--- config.mk ---
export PLATFORM = sky130hd
export DESIGN_NAME = reg_writeback
export DESIGN_NICKNAME = d
export VERILOG_FILES = /design/src/rtl/reg_writeback.sv
export SDC_FILE = /design/constraint.sdc
export NUM_CORES = 2
export LEC_CHECK = 0
export CAP_MARGIN = 20
export CORE_AREA = 2 2 478 480
export CTS_BUF_LIST = sky130_fd_sc_hd__clkbuf_2 sky130_fd_sc_hd__clkbuf_4 sky130_fd_sc_hd__clkbuf_8
export CTS_CLUSTER_DIAMETER = 150
export CTS_CLUSTER_SIZE = 20
export DETAILED_ROUTE_END_ITERATION = 10
export DIE_AREA = 0 0 480 482
export GPL_ROUTABILITY_DRIVEN = 0
export SETUP_SLACK_MARGIN = 0.4
export SLEW_MARGIN = 40
export SYNTH_ARGS = -nofsm -noshare
export SYNTH_HDL_FRONTEND = slang
export SYNTH_SLANG_ARGS = --single-unit
--- constraint.sdc ---
create_clock -name clk -period 85.7 [get_ports clk]
set_input_delay 12.855 -clock clk [delete_from_list [all_inputs] [get_ports clk]]
set_output_delay 12.855 -clock clk [all_outputs]
set_load 0.005 [all_outputs]
--- src/rtl/reg_writeback.sv ---
// Architectural register file and writeback stage: sixteen 64-bit registers,
// a per-register pending-write scoreboard, and two-cycle serialization of dual-destination results.
module reg_writeback (
   input  logic                  clk,
   input  logic                  reset,
   input  logic                  reserveValidIn,
   input  logic [3:0]            reserveRegIn,
   input  logic                  reserveSpecialValidIn,
   input  logic [3:0]            reserveSpecialRegIn,
   input  logic [3:0]            sourceReg1In,
   input  logic [3:0]            sourceReg2In,
   input  logic                  sourceReg1ValidIn,
   input  logic                  sourceReg2ValidIn,
   input  logic                  wbValidIn,
   output logic                  wbReadyOut,
   input  logic [3:0]            wbDestRegIn,
   input  logic [63:0]           wbResultIn,
   input  logic                  wbSpecialValidIn,
   input  logic [3:0]            wbSpecialRegIn,
   input  logic [63:0]           wbSpecialResultIn,
   output logic [15:0][63:0]     registerFileOut,
   output logic [15:0]           busyOut,
   output logic                  stallOut,
   output logic [31:0]           retireCountOut
);

   typedef enum logic {IDLE, SPECIAL} wbState_t;

   wbState_t          state;
   wbState_t          nextState;
   logic [15:0][63:0] regFile;
   logic [1:0]        pendCount [16];
   logic [1:0]        nextCount [16];
   logic [3:0]        specialReg;
   logic [63:0]       specialVal;
   logic [31:0]       retireCount;

   logic              releaseValid;
   logic [3:0]        releaseReg;
   logic [63:0]       releaseData;
   logic              acceptPrimary;
   logic              reserveAccept;
   logic              sourceHazard;
   logic              reserveOverflow;
   logic              reserveShared;
   logic [2:0]        primaryTotal;
   logic [2:0]        specialTotal;

   // State register; reset during SPECIAL drops the pending second write.
   always_ff @(posedge clk or posedge reset) begin
      if (reset) begin
         state <= IDLE;
      end else begin
         state <= nextState;
      end
   end

   // Next-state logic: only a two-destination result leaves IDLE.
   always_comb begin
      nextState = state;
      case (state)
         IDLE:    if (wbValidIn && wbSpecialValidIn) nextState = SPECIAL;
         SPECIAL: nextState = IDLE;
         default: nextState = IDLE;
      endcase
   end

   // Output logic: ready is a pure function of state.
   always_comb begin
      wbReadyOut = 1'b0;
      case (state)
         IDLE:    wbReadyOut = 1'b1;
         SPECIAL: wbReadyOut = 1'b0;
         default: wbReadyOut = 1'b0;
      endcase
   end

   // One register write per cycle: the primary result in IDLE, the latched special value in SPECIAL.
   always_comb begin
      acceptPrimary = (state == IDLE) && wbValidIn;
      if (state == IDLE) begin
         releaseValid = wbValidIn;
         releaseReg   = wbDestRegIn;
         releaseData  = wbResultIn;
      end else begin
         releaseValid = 1'b1;
         releaseReg   = specialReg;
         releaseData  = specialVal;
      end
   end

   // Hazard stall from current counts; overflow considers both reserves of this instruction.
   always_comb begin
      sourceHazard = (sourceReg1ValidIn && (pendCount[sourceReg1In] != 2'd0)) ||
                     (sourceReg2ValidIn && (pendCount[sourceReg2In] != 2'd0));
      reserveShared = reserveSpecialValidIn && (reserveSpecialRegIn == reserveRegIn);
      primaryTotal  = {1'b0, pendCount[reserveRegIn]} + 3'd1 + {2'b00, reserveShared};
      specialTotal  = {1'b0, pendCount[reserveSpecialRegIn]} + 3'd1 + {2'b00, reserveShared};
      reserveOverflow = reserveValidIn &&
                        ((primaryTotal > 3'd3) || (reserveSpecialValidIn && (specialTotal > 3'd3)));
      stallOut      = sourceHazard || reserveOverflow;
      reserveAccept = reserveValidIn && !stallOut;
   end

   // Per-register count update; a release at zero is a protocol error and leaves the count at zero.
   always_comb begin
      for (int r = 0; r < 16; r++) begin
         logic [2:0] sum;
         logic [2:0] inc;
         inc = {2'b00, reserveAccept && (reserveRegIn == 4'(r))} +
               {2'b00, reserveAccept && reserveSpecialValidIn && (reserveSpecialRegIn == 4'(r))};
         sum = {1'b0, pendCount[r]} + inc;
         if (releaseValid && (releaseReg == 4'(r)) && (sum != 3'd0)) begin
            sum = sum - 3'd1;
         end
         if (sum > 3'd3) begin
            sum = 3'd3;
         end
         nextCount[r] = sum[1:0];
      end
   end

   // Scoreboard counters.
   always_ff @(posedge clk or posedge reset) begin
      if (reset) begin
         for (int r = 0; r < 16; r++) begin
            pendCount[r] <= 2'd0;
         end
      end else begin
         for (int r = 0; r < 16; r++) begin
            pendCount[r] <= nextCount[r];
         end
      end
   end

   // Register file, special-destination latch and retire counter.
   always_ff @(posedge clk or posedge reset) begin
      if (reset) begin
         regFile     <= '0;
         specialReg  <= 4'd0;
         specialVal  <= 64'd0;
         retireCount <= 32'd0;
      end else begin
         if (releaseValid) begin
            regFile[releaseReg] <= releaseData;
         end
         if (acceptPrimary) begin
            retireCount <= retireCount + 32'd1;
            if (wbSpecialValidIn) begin
               specialReg <= wbSpecialRegIn;
               specialVal <= wbSpecialResultIn;
            end
         end
      end
   end

   always_comb begin
      for (int r = 0; r < 16; r++) begin
         busyOut[r] = (pendCount[r] != 2'd0);
      end
   end

   assign registerFileOut = regFile;
   assign retireCountOut  = retireCount;

endmodule

# Word-level counts from Yosys, hierarchy flattened
# Index checks and enable logic that the tools add are counted.
[totals]
regBits = 1157
input_bits = 160
out_inout_bits = 1074
wordCells = 333
[classes]
add_sub_neg = 53
n_lt_le_gt_ge = 24
n_eq_ne = 46
n_mux = 53
bitwise = 5
n_reduce_logical = 116
[ops]
columns = ["cell", "count"]
rows = [
  ["bitwise mux 1024 bit", 1],
  ["demux 64 bit (select 4 bit)", 1],
  ["2-to-1 mux 64 bit", 2],
  ["equality test 4 bit (second input constant)", 24],
  ["logical AND 1 bit", 74],
  ["greater-than comparator 3 x 2 -> 1 bit (second input constant)", 18],
  ["adder 2 x 2 -> 3 bit", 16],
  ["equality test 4 x 3 -> 1 bit (second input constant)", 12],
  ["2-to-1 mux 2 bit", 24],
  ["2-to-1 mux 3 bit", 16],
  ["nonzero test 3 bit", 16],
  ["subtractor 3 x 1 -> 3 bit (second input constant)", 16],
  ["nonzero test 2 bit", 18],
  ["adder 1 x 1 -> 2 bit", 16],
  ["adder 32 x 1 -> 32 bit (second input constant)", 1],
  ["binary-select mux 2 bit (select 4 bit)", 4],
  ["equality test 4 x 2 -> 1 bit (second input constant)", 6],
  [">= comparator 5 bit (second input constant)", 4],
  ["NOT 4 -> 5 bit", 4],
  ["equality test 4 x 1 -> 1 bit (second input constant)", 3],
  ["logical NOT 4 bit", 3],
  ["adder 2 x 1 -> 3 bit (second input constant)", 2],
  ["adder 3 x 1 -> 3 bit", 2],
  ["less-than comparator 4 x 5 -> 1 bit (second input constant)", 1],
  ["other kinds (9)", 13],
]

# Longest topological paths before layout
[logic_depth]
depth_word = 22
depth_mapped = 20
depth_no_buf = 17

# Worst setup path before layout
# Ideal clock, no wire load.
[synth_path]
path_type = "input port to output port"
startpoint = "input port reserveRegIn[0]"
endpoint = "output port stallOut"
arrival_time_ns = 15.266
t_required_ns = 72.845
slack_ns = 57.579
stages = 8
path_cell_list = "clkbuf_1 > clkbuf_1 > mux4_2 > mux4_2 > ha_1 > a21oi_1 > o32ai_1 > or2_2"
[synth_via]
elab_chain_len = 10
elab_cells_between_ends = 15
cone_classes = "add/sub (3); order compare (2); eq/ne (1); mux (3); bitwise (1); reduce/logical (5)"
[synth_rtl]
columns = ["item", "line", "text"]
rows = [
  ["start: declaration", "7", "input logic [3:0] reserveRegIn,"],
  ["NOT 4 -> 5 bit (implied by the code)", "97", "primaryTotal = {1'b0, pendCount[reserveRegIn]} + 3'd1 + {2'b00, reserveShared};"],
  ["binary-select mux 2 bit (select 4 bit)", "97", ""],
  ["2-to-1 mux 2 bit (implied by the code) (2 in series)", "97", ""],
  ["adder 2 x 1 -> 3 bit", "97", ""],
  ["adder 3 x 1 -> 3 bit", "97", ""],
  ["greater-than comparator 3 x 2 -> 1 bit", "100", "((primaryTotal > 3'd3) || (reserveSpecialValidIn && (specialTotal > 3'd3)));"],
  ["logical OR 1 bit (*)", "100", ""],
  ["logical AND 1 bit (*)", "99", "reserveOverflow = reserveValidIn &&"],
  ["logical OR 1 bit (*)", "101", "stallOut = sourceHazard || reserveOverflow;"],
  ["end: declaration", "23", "output logic stallOut,"],
]
# Every way passes the cells marked *; elsewhere a longest branch is shown, timed or not. The select of a mux whose other input is x is not followed.

# Final worst setup path
[layout_path]
startpoint = "input port reserveSpecialRegIn[0]"
endpoint = "output port stallOut"
[layout_via]
elab_chain_len = 11
elab_cells_between_ends = 15
cone_classes = "add/sub (3); order compare (2); eq/ne (1); mux (3); bitwise (1); reduce/logical (5)"
[layout_rtl]
columns = ["item", "line", "text"]
rows = [
  ["start: declaration", "9", "input logic [3:0] reserveSpecialRegIn,"],
  ["NOT 4 -> 5 bit (implied by the code)", "98", "specialTotal = {1'b0, pendCount[reserveSpecialRegIn]} + 3'd1 + {2'b00, reserveShared};"],
  ["binary-select mux 2 bit (select 4 bit)", "98", ""],
  ["2-to-1 mux 2 bit (implied by the code) (2 in series)", "98", ""],
  ["adder 2 x 1 -> 3 bit", "98", ""],
  ["adder 3 x 1 -> 3 bit", "98", ""],
  ["greater-than comparator 3 x 2 -> 1 bit", "100", ""],
  ["logical AND 1 bit", "100", ""],
  ["logical OR 1 bit (*)", "100", ""],
  ["logical AND 1 bit (*)", "99", ""],
  ["logical OR 1 bit (*)", "101", ""],
]
# Marks and branches as above.

==> results.sh <==
export IMPL_clock_sinks=1157
export IMPL_yosys_warnings=0
export IMPL_routed_via_density=4.254
export IMPL_p_switching_uw=643.8
export IMPL_grt_pass1_vias=35114
export IMPL_worst_setup_path_end_kind="output pin"
export IMPL_drive_gt1_share_pct=7.457
export IMPL_hold_end="registerFileOut[280]"
export IMPL_io_pins=1234
export IMPL_path_buf_inv=5
export IMPL_required_ns=72.85
export IMPL_p_comb_share_pct=40.5
export IMPL_path_class="primary input to output pin"
export IMPL_synth_ff_type="dfrtp_1"
export IMPL_clkLatencyLatePin_ns=0.86
export IMPL_swShare_pct=33.85
export IMPL_grt_max_degree=152
export IMPL_reg2reg_from="pendCount[2]"
export IMPL_path_cells="clkdlybuf4s50_1 > mux4_1 > mux4_2 > inv_1 > ha_1 > inv_1 > ha_1 > a21oi_1 > o32ai_4 > buf_4 > or2_2 > clkdlybuf4s50_1"
export IMPL_area_delta_synth_final_pct=40.21
export IMPL_die_w_um=480
export IMPL_p_leak_nw=26.28
export IMPL_tightest_slew_ns=0.8391
export IMPL_core_area_um2=226400
export IMPL_track_usage_pct=16.11
export IMPL_sequentialPowerShare_pct=45.8
export IMPL_wl_per_cell_um=23.29
export IMPL_max_freq_mhz=33.89
export IMPL_routed_wl_um=192300
export IMPL_layout_nets=5450
export IMPL_post_cts_buffers=0
export IMPL_crit_fanout=33
export IMPL_clock_skew_ns=0.06828
export IMPL_grt_pass1_wl_um=269000
export IMPL_cp_slowest_stage_delay_ns=0.90
export IMPL_dr_total_vias=35117
export IMPL_rsz0062_at_grt="no"
export IMPL_antenna_found_initial=32
export IMPL_status="completed"
export IMPL_cp_top_family="buffers and inverters"
export IMPL_start_util_pct=19.67
export IMPL_r2r_end="pendCount[3]"
export IMPL_layout_common_cells="clkdlybuf4s50_1, dfrtp_1, nand2_1"
export IMPL_n_fill_cell=23624
export IMPL_relSlewSlack_pct=42.87
export IMPL_preCtsSetupSlack_ns=56.07
export IMPL_drtPass1Iterations=5
export IMPL_syn_inst=4125
export IMPL_clockPowerShare_pct=13.7
export IMPL_worstRegToRegCells=16
export IMPL_synthesis_nets=4354
export IMPL_ant_nets=0
export IMPL_synth_edf_count=0
export IMPL_ir_drop_uv=20.45
export IMPL_dieArea_um2=231400
export IMPL_design_area_um2=62430
export IMPL_period_needed_ns=29.51
export IMPL_tns_ns=0
export IMPL_r2r_setup_slack_ns=81.13
export IMPL_clk_pin_slew_worst_paths_ns=0.08
export IMPL_cts_tree="yes"
export IMPL_synth_seq_cells=1157
export IMPL_hold_viol_final=0
export IMPL_power_internal_mw=1.258
export IMPL_drc=0
export IMPL_cts_buffers=68
export IMPL_seq_area_frac_synth_pct=65.03
export IMPL_synth_area_um2=44520
export IMPL_cts_htree_levels=3
export IMPL_syn_avg_cell_area_um2=10.79
export IMPL_die_h_um=482
export IMPL_worstHoldPathType="flop to flop"
export IMPL_slew_viol_final=0
export IMPL_root_buffer="clkbuf_8"
export IMPL_async_reset_ff_share_pct=100.0
export IMPL_io_buffers=1233
export IMPL_cp_start_kind="primary input"
export IMPL_placed_area_um2=61210
export IMPL_fin_ws_ns=56.19
export IMPL_critical_path_slowest_cell="clkdlybuf4s50_1"
export IMPL_rows=175
export IMPL_finalSetupViolCount=0
export IMPL_min_from="registerFileOut[280]"
export IMPL_powerDensity_nw_per_um2=30.47
export IMPL_hold_depth=2
export IMPL_cts_resized_gates=0
export IMPL_drt_iter0_drc=2130
export IMPL_power_mw=1.902
export IMPL_postCtsHoldBufs=0
export IMPL_holdWs_ns=0.4911
export IMPL_grt_overflow=0
export IMPL_post_route_period_util_pct=34.44
export IMPL_yosys_cell_types_count=51
export IMPL_critPathArrivalTime_ns=16.66
export IMPL_final_common_cell="clkdlybuf4s50_1"
export IMPL_clockBufferDepth=3
export IMPL_cap_violations=0
export IMPL_dp_hpwl_um=141700
[final cells by class]
cell class	instances	area [um^2]	share of cell area, %
clock inverter	9	118.9	0.1904
tap	3009	3765	6.031
timing repair buffer	1347	13510	21.64
antenna	17	42.54	0.06815
multi-input combinational	2582	14820	23.75
sequential	1157	28960	46.39
clock buffer	70	950.9	1.523
inverter	65	256.5	0.4109
[worst min-delay path, cell delays in order, from the launching register on]
cell     delay, ns
dfrtp_1       0.35
nand2_1       0.05
o21ai_0       0.06
[worst max-delay path by stage]
stage | cells after the start | startpoint | endpoint | slack (ns)
after floorplan | 1 | reset | pendCount[0] | 40.26
after global placement | 12 | reserveRegIn[0] | stallOut | 56.10
after detailed placement | 12 | reserveRegIn[0] | stallOut | 56.07
after CTS | 12 | reserveRegIn[0] | stallOut | 56.07
after global routing | 12 | reserveSpecialRegIn[0] | stallOut | 55.98
final | 12 | reserveSpecialRegIn[0] | stallOut | 56.19
[layer usage]
layer / vias up / track usage (%) / wire [um] / part of all wire (%)
met4: 14 / 6.840 / 8219 / 4.3
met5: - / 0 / 93 / 0.048
li1: 15935 / - / - / -
met3: 281 / 5.016 / 17000 / 8.8
met1: 17455 / 19.02 / 74850 / 39
met2: 1432 / 27.00 / 92090 / 48
[Yosys cell counts, types with 3 or more instances]
cell | count | area share, %
or2_1 | 12 | 0.17
or3_1 | 4 | 0.056
a31oi_1 | 22 | 0.31
clkbuf_1 | 216 | 1.8
and2_1 | 6 | 0.084
o21ai_0 | 706 | 7.9
dfrtp_1 | 1157 | 65
nand3b_1 | 7 | 0.12
nor3_1 | 4 | 0.045
xnor2_1 | 19 | 0.37
nand2b_1 | 5 | 0.070
o211a_1 | 22 | 0.49
nand2_1 | 736 | 6.2
nor4_1 | 28 | 0.39
buf_6 | 3 | 0.076
and3b_1 | 5 | 0.098
inv_1 | 64 | 0.54
fa_1 | 16 | 0.72
nand4_1 | 7 | 0.098
nor2_1 | 350 | 3.0
o31a_1 | 10 | 0.20
nor4_2 | 5 | 0.14
buf_2 | 85 | 0.96
ha_1 | 53 | 1.5
or2_2 | 8 | 0.11
mux2i_1 | 66 | 1.5
nand3_1 | 26 | 0.29
and3_1 | 7 | 0.098
buf_1 | 16 | 0.13
a21oi_1 | 321 | 3.6
xor2_1 | 16 | 0.31
mux4_2 | 23 | 1.2
mux2_2 | 71 | 1.8
a32o_1 | 3 | 0.067
[registers in the layout, indices dropped and copies added (netlist names)]
name and flops:
pendCount 32, specialVal 64, retireCountOut 32, state 1, registerFileOut 1024, specialReg 4
[cells by family (layout without fill, tap and decap cells)]
| logic type | Yosys count | after routing | share of synthesized area (%) |
|---|---|---|---|
| AOI/OAI and AO/OA | 1096 | 1096 | 12.86 |
| xor gates and xnor gates | 35 | 35 | 0.6885 |
| adders and majority gates | 69 | 69 | 2.209 |
| buffers and inverters | 386 | 1491 | 3.552 |
| DFF | 1157 | 1157 | 65.03 |
| muxes | 162 | 162 | 4.561 |
| other | 0 | 17 | 0 |
| and+or+nand+nor | 1220 | 1220 | 11.10 |
[power by group through the flow]
stage / sequential (mW) / combinational, mW / clock, mW
finish: 0.872 / 0.770 / 0.260
global route: 0.895 / 0.836 / 0.290
CTS: 0.870 / 0.776 / 0.273
detailed placement: 0.879 / 0.773 / 0
global placement: 0.869 / 0.758 / 0
floorplan: 0.876 / 0.217 / 0
[through the flow]
step           utilization (%)  cells
6_report                 27.57   8256
5_1_grt                  27.56   8242
4_1_cts                  27.51   8235
3_5_place_dp             27.03   8156
3_3_place_gp             26.84   8133
2_1_floorplan                -   4125
Power figures use the tool's default switching activity.
